<file path="src/rtl/dsp_result_capture.sv">
// Captures DSP48A1 P/CARRYOUT a fixed number of PCE-enabled edges after each issue and queues it in a show-ahead FIFO.
// Optional build macro: DSP_CAPTURE_DROPCNT_EN enables the saturating drop counter on DROP_CNT.
module dsp_result_capture #(
  parameter int unsigned LATENCY = 4,
  parameter int unsigned DEPTH   = 8,
  parameter int unsigned PW      = 48
) (
  input  logic                     PCLK,
  input  logic                     PRST,
  input  logic                     PCE,
  input  logic                     ISSUE,
  input  logic [7:0]               OPMODE_TAG,
  input  logic [PW-1:0]            P,
  input  logic                     CARRYOUT,
  output logic                     DOUT_VALID,
  input  logic                     DOUT_READY,
  output logic [PW-1:0]            DOUT_P,
  output logic                     DOUT_CARRY,
  output logic [7:0]               DOUT_TAG,
  output logic [$clog2(DEPTH):0]   COUNT,
  output logic                     OVERFLOW,
  output logic [15:0]              DROP_CNT
);

  localparam int unsigned AW = $clog2(DEPTH);
  localparam int unsigned CW = AW + 1;
  localparam int unsigned EW = PW + 9;

  logic [LATENCY-1:0] pipe_vld;
  logic [7:0]         pipe_tag [LATENCY];
  logic [EW-1:0]      mem [DEPTH];
  logic [AW-1:0]      rd_ptr;
  logic [AW-1:0]      wr_ptr;
  logic [CW-1:0]      count;
  logic               ovf;
  logic [EW-1:0]      head;

  logic capture_c;
  logic full_c;
  logic pop_c;
  logic push_c;
  logic drop_c;

  assign capture_c = PCE & pipe_vld[LATENCY-1];
  assign full_c    = (count == CW'(DEPTH));
  assign pop_c     = (count != '0) & DOUT_READY;
  assign push_c    = capture_c & (~full_c | pop_c);
  assign drop_c    = capture_c & full_c & ~pop_c;

  // Tracking pipe: shifts only on PCE-enabled edges, mirroring the DSP pipeline.
  always_ff @(posedge PCLK or posedge PRST) begin
    if (PRST) begin
      pipe_vld <= '0;
      for (int unsigned i = 0; i < LATENCY; i++) pipe_tag[i] <= '0;
    end else if (PCE) begin
      pipe_vld[0] <= ISSUE;
      pipe_tag[0] <= OPMODE_TAG;
      for (int unsigned i = 1; i < LATENCY; i++) begin
        pipe_vld[i] <= pipe_vld[i-1];
        pipe_tag[i] <= pipe_tag[i-1];
      end
    end
  end

  // Result FIFO storage and pointers; pointers wrap naturally at DEPTH.
  always_ff @(posedge PCLK or posedge PRST) begin
    if (PRST) begin
      for (int unsigned i = 0; i < DEPTH; i++) mem[i] <= '0;
      wr_ptr <= '0;
      rd_ptr <= '0;
    end else begin
      if (push_c) begin
        mem[wr_ptr] <= {pipe_tag[LATENCY-1], CARRYOUT, P};
        wr_ptr      <= wr_ptr + AW'(1);
      end
      if (pop_c) rd_ptr <= rd_ptr + AW'(1);
    end
  end

  // Occupancy and sticky overflow.
  always_ff @(posedge PCLK or posedge PRST) begin
    if (PRST) begin
      count <= '0;
      ovf   <= 1'b0;
    end else begin
      unique case ({push_c, pop_c})
        2'b10:   count <= count + CW'(1);
        2'b01:   count <= count - CW'(1);
        default: count <= count;
      endcase
      if (drop_c) ovf <= 1'b1;
    end
  end

`ifdef DSP_CAPTURE_DROPCNT_EN
  logic [15:0] drop_cnt;

  always_ff @(posedge PCLK or posedge PRST) begin
    if (PRST) begin
      drop_cnt <= '0;
    end else if (drop_c && drop_cnt != 16'hFFFF) begin
      drop_cnt <= drop_cnt + 16'd1;
    end
  end

  assign DROP_CNT = drop_cnt;
`else
  assign DROP_CNT = 16'h0000;
`endif

  // Head decode: zeros whenever the FIFO is empty.
  assign head       = mem[rd_ptr];
  assign DOUT_VALID = (count != '0);
  assign DOUT_P     = DOUT_VALID ? head[PW-1:0] : '0;
  assign DOUT_CARRY = DOUT_VALID ? head[PW] : 1'b0;
  assign DOUT_TAG   = DOUT_VALID ? head[EW-1:PW+1] : 8'h00;
  assign COUNT      = count;
  assign OVERFLOW   = ovf;

endmodule

</file>
<file path="config.mk">
export PLATFORM = sky130hd
export DESIGN_NAME = dsp_result_capture
export DESIGN_NICKNAME = d
export VERILOG_FILES = /design/src/rtl/dsp_result_capture.sv
export SDC_FILE = /design/constraint.sdc
export NUM_CORES = 1
export LEC_CHECK = 0
export ABC_CLOCK_PERIOD_IN_PS = 46400
export CAP_MARGIN = 25
export CORE_ASPECT_RATIO = 2
export CORE_UTILIZATION = 30
export DETAILED_ROUTE_END_ITERATION = 6
export PLACE_DENSITY = 0.54
export SLEW_MARGIN = 20
export SYNTH_ARGS = -nofsm -noshare
export SYNTH_HDL_FRONTEND = slang
export SYNTH_SLANG_ARGS = --single-unit
</file>
<file path="constraint.sdc">
create_clock -name PCLK -period 46.4 [get_ports PCLK]
set_clock_uncertainty 0.1 [all_clocks]
set_input_delay 9.28 -clock PCLK [delete_from_list [all_inputs] [get_ports PCLK]]
set_output_delay 9.28 -clock PCLK [all_outputs]
set_load 0.05 [all_outputs]
</file>
# After elaboration in Yosys (flattened, before gate mapping)
# Index checks and enable logic that the tools add are counted.
# word_totals
elab_cells,50
out_inout_bits,79
register_bits,503
input_bits,62
# classes
add_sub_neg,4
n_mux,10
reduce_logical,3
n_bitwise,10
magnitude_cmp,3
eq_ne,3
# op_table
op,n
$bwmux W456,1
$bmux W57 S3,1
$demux W57 S3,1
$mux W57,3
$mux W48,1
$ge A4 B4 Y1 const B,2
$mux W8,1
$not A3 Y4,2
$pmux W4 S2,1
$add A3 B1 Y3 const B,2
$and A1 B1 Y1,5
$add A4 B1 Y4 const B,1
$eq A4 B4 Y1 const B,1
$lt A4 B1 Y1 const B,1
$reduce_bool A4 Y1,1
$sub A4 B1 Y4 const B,1
$eq A2 B1 Y1 const B,1
$eq A2 B2 Y1 const B,1
$not A1 Y1,2
$reduce_bool A2 Y1,1
$logic_and A1 B1 Y1,1
$mux W1,1
$or A1 B1 Y1,1

# Logic depth before layout (Yosys ltp)
# depth
ltp_word,6
depth_mapped,12
ltp_nobuf,10

# Worst setup path before layout
# No wires, ideal clock.
# synth_path
kind,reg2out
startpoint,register rd_ptr[1]
endpoint,output DOUT_P[0]
stages_incl_launch_ff,7
required_ns,37.020
path_buffers,3
arrival_ns,2.164
setup_slack_ns,34.856
path_cell_list,dfrtp_1 clkbuf_1 clkbuf_1 clkbuf_1 mux4_2 mux2i_1 nor2_1
# synth_via
elab_chain_cells,5
# synth_rtl
element,line,rtl
"start, declared",32,logic [AW-1:0] rd_ptr;
"start signal, assigned",76,if (pop_c) rd_ptr <= rd_ptr + AW'(1);
$not A3 Y4 (not written as such),112,assign head = mem[rd_ptr];
$bmux W57 S3,112,
$mux W57 (not written as such) (2 in series),112,
$mux W48,114,assign DOUT_P = DOUT_VALID ? head[PW-1:0] : '0;
"end, declared",17,"output logic [PW-1:0] DOUT_P,"
# No other way between the ends. The select of a mux whose other input is x is not followed.

# Final worst setup path
# layout_path
startpoint,register rd_ptr[0]
endpoint,output DOUT_P[45]
# Same word-level chain as after synthesis.

==> summary.md <==
| Metric | Value |
|---|---|
| Outcome | `completed` |
| Placer Congestion | `between 0.7 and 0.8` |
| Peak supply drop | `0.04395 mV` |
| Cell Rows | `between 100 and 150` |
| Int Pwr | `about 0.0014 W` |
| Drt first pass iters | `6` |
| Max incr delay on CP | `~870 ps` |
| Largest net degree at the start of global routing | `125` |
| Met1 Use GR | `0.1890` |
| Leakage dissipation | `between 10 and 15 nW` |
| Clock share of power | `0.204` |
| Synth Area in Compound Gates | `0.001554` |
| Worst setup margin | `33040 ps` |
| Worst endpoint required time | `around 37000 ps` |
| Worst path cell trace | `buf_12, mux4_2, mux2i_1, nor2_1, clkdlybuf4s50_1` |
| CTS tree | `yes` |
| Multiplexer share of the synthesized area | `0.3899` |
| Count of final max-slew check failures | `0` |
| CTS Buffer Depth | `3` |
| Final period util | `0.2879` |
| Iter 0 DRT Violations | `420` |
| Crit path time final | `13360 ps` |
| Nets | `roughly 1600` |
| Switching Fraction | `0.3656` |
| Setup tns final | `0 ps` |
| Syn Std Cell Area | `about 0.023 mm^2` |
| DRC errors left | `0` |
| Clock Sinks | `roughly 500` |
| Max stage delay cell, worst path | `dfrtp_4` |
| H-Tree Depth | `2` |
| Vias | `between 10000 and 15000` |
| Post-synthesis average cell area | `16.28 um^2` |
| Grt met2 use | `0.2589` |
| CTS Buf Count | `51` |
| Core Box Area | `~0.074 mm^2` |
| Synth Area in Adders | `0.002776` |
| Buf+Inv Stages, Crit Path | `2` |
| Hold Vio Cnt, Final | `0` |
| Fin cells | `approximately 2500` |
| DP HPWL | `around 31000 um` |
| Yosys Warn Count | `0` |
| Simple-gate share of the synthesized area | `0.01732` |
| Post-placement cell count | `2366` |
| Die area | `0.07629 mm^2` |
| Top delay family on crit path | `buffers and inverters` |
| Total GRT Usage | `0.1496` |
| Die X | `195.8 um` |
| Post-placement cell area | `approximately 0.025 mm^2` |
| Initial Util | `0.3042` |
| Total Wirelength | `about 55000 um` |
| Net switching power figure | `a little under 0.0008 W` |
| Headroom to the max-slew limit | `0.3871` |
| Logic pwr share | `0.440` |
| Clk slew on worst S/H paths | `~60 ps` |
| Post-synthesis xor/xnor area fraction | `0.003497` |
| Hold Crit Class | `reg2reg` |
| CP endpoint kind | `primary output` |
| Vias in the first global route | `between 10000 and 15000` |
| Routed Antenna Nets | `0` |
| FMAX | `about 75 MHz` |
| Flops & latches, synth | `around 500` |
| Post-CTS Setup Bufs | `0` |
| Vias per inst | `roughly 5` |
| Routed len/inst | `approximately 22 um` |
| Port Buf Inserts | `approximately 120` |
| Layout area overhead | `17.59%` |
| Worst slack, placed | `32580 ps` |
| CP Data Arrival Time | `between 3000 and 4000 ps` |
| M3 GR Usage | `0.02573` |
| CP max FO | `87` |
| Flop pwr share | `0.356` |
| Main combinational cell family by area after synthesis | `multiplexers` |
| Post-CTS Resized | `0` |
| Grt ovf | `0` |
| # IOs | `roughly 140` |
| Non-Filler Cell Area, Final | `approximately 0.027 mm^2` |
| Clock Root Buffer | `clkbuf_16` |
| # hold bufs at CTS | `0` |
| Most used routing layer | `met2` |
| RSZ-0062 raised after global routing | `false` |
| Worst Max-Slew Pin Slew | `919.4 ps` |
| Seq/Total Area, Yosys | `0.5585` |
| Power per cell area | `just over 80 mW/mm^2` |
| Die height | `~390 um` |
| Overall Power | `0.002142 W` |
| Yosys cell types | `38` |
| Kind of critical path | `reg2out` |
| Clk_lat worst skew | `around 600 ps` |
| Final setup violation count | `0` |
| Synth Instances | `~1400` |
| CP Launch Type | `flop` |
| Antenna violations before repair | `7` |
| First-pass GRT wire length | `86710 um` |
| Max-cap violations | `0` |
| Layout cell share with drive strength beyond 1 | `0.4699` |
## final cells by class
type	count	area (um^2)
inverter	2	15.01
clock buffer	76	1543
fill	7085	47590
multi-input combinational	784	9462
clock inverter	15	234.0
tap	929	1162
timing repair buffer	150	1484
sequential	503	12600
antenna	2	5.005
## cells in the mapped netlist, drive strengths merged
| master | number | area (um^2) |
|---|---|---|
| dfrtp | 503 | 12590 |
| nand3 | 3 | 15.01 |
| nand4b | 1 | 8.760 |
| nand2b | 1 | 6.260 |
| mux2i | 57 | 570.6 |
| nor2 | 61 | 229.0 |
| and4b | 1 | 10.01 |
| and3b | 1 | 8.760 |
| nor4 | 2 | 18.77 |
| a41oi | 1 | 8.760 |
| and2 | 1 | 6.260 |
| or3b | 1 | 8.760 |
| clkbuf | 28 | 106.4 |
| a211o | 1 | 8.760 |
| nand4 | 3 | 18.77 |
| nor3 | 2 | 15.01 |
| inv | 2 | 7.510 |
| conb | 1 | 3.750 |
| mux2 | 495 | 5649 |
| nand3b | 2 | 15.01 |
| ha | 5 | 62.56 |
| nor3b | 1 | 7.510 |
| nor4b | 1 | 15.01 |
| a21oi | 2 | 10.01 |
| xnor2 | 4 | 35.03 |
| nand2 | 2 | 7.510 |
| mux4 | 114 | 2567 |
| xor2 | 5 | 43.79 |
| o21bai | 1 | 7.510 |
| buf | 82 | 479.2 |
## metal layers
layer,vias up,wire length [um]
li1,5298,-
met1,6683,23500
met2,192,28340
met3,72,1834
met4,6,1292
met5,-,45
## placed cells by master (no fill, tap or decap), types with 2 or more instances in the layout
master           synthesis  layout
nand2_1                  2       2
ha_1                     5       5
xnor2_1                  4       4
nor2_1                  61      61
mux2_1                  10      10
mux2_4                  20      20
a21oi_1                  2       2
nand4_1                  3       3
clkinvlp_4               0       2
clkdlybuf4s50_1          0     123
dfrtp_1                503     500
dfrtp_4                  0       3
clkbuf_1                27      10
nand3_1                  3       2
clkbuf_8                 0      13
mux2_2                 465     465
buf_6                    3       2
buf_12                   0       2
diode_2                  0       2
nor3_2                   1       2
buf_4                   23      21
bufinv_16                0       6
mux2i_1                 57      57
mux4_2                 114     114
xor2_1                   5       5
clkbuf_16                0      53
clkinv_2                 0       6
conb_1                   1      16
nand3b_1                 2       2
## path summary, 6_finish.rpt
path                            depth (start not counted)  slack [ps]          to      start
worst max-delay path                                    5       33040  DOUT_P[45]  rd_ptr[0]
worst min-delay path                                    1         390    OVERFLOW   OVERFLOW
worst max register to register                          5       43330     mem[29]   COUNT[2]
worst min register to register                          1         390    OVERFLOW   OVERFLOW
max in group asynchronous                               6       34050    mem[426]       PRST
min in group asynchronous                               2        9170    mem[176]       PRST
## logic make-up (layout without fill, tap and decap cells)
group	Yosys count	in the layout
muxes	666	666
adders and majority gates	5	5
xor gates and xnor gates	9	9
buffers and inverters	112	243
AOI/OAI and AO/OA	5	5
DFF	503	503
other	1	18
and+or+nand+nor	83	83
## registers in the layout, summed over array words and instances, names as in the netlist
signal and flops:
OVERFLOW 1, COUNT 4, mem 456, wr_ptr 3, pipe_vld 4, rd_ptr 3, pipe_tag 32
## power groups by stage
stage / logic [W] / registers (W) / clock network (W)
4_1_cts: 0.000966 / 0.000767 / 0.000453
3_5_place_dp: 0.000964 / 0.000775 / 0
2_1_floorplan: 0.000725 / 0.000718 / 0
3_3_place_gp: 0.000950 / 0.000759 / 0
5_1_grt: 0.00101 / 0.000794 / 0.000468
6_report: 0.000942 / 0.000763 / 0.000437
## stage by stage
| step | util | hold slack, ps |
|---|---|---|
| 5_1_grt | 0.3577 | 412.6 |
| 3_5_place_dp | 0.3329 | 367.5 |
| 4_1_cts | 0.3569 | 394.4 |
| 2_1_floorplan | - | 358.9 |
| 3_3_place_gp | 0.3329 | 367.8 |
| 6_report | 0.3577 | 389.9 |
Note: power is estimated with default switching activity, not from simulation.
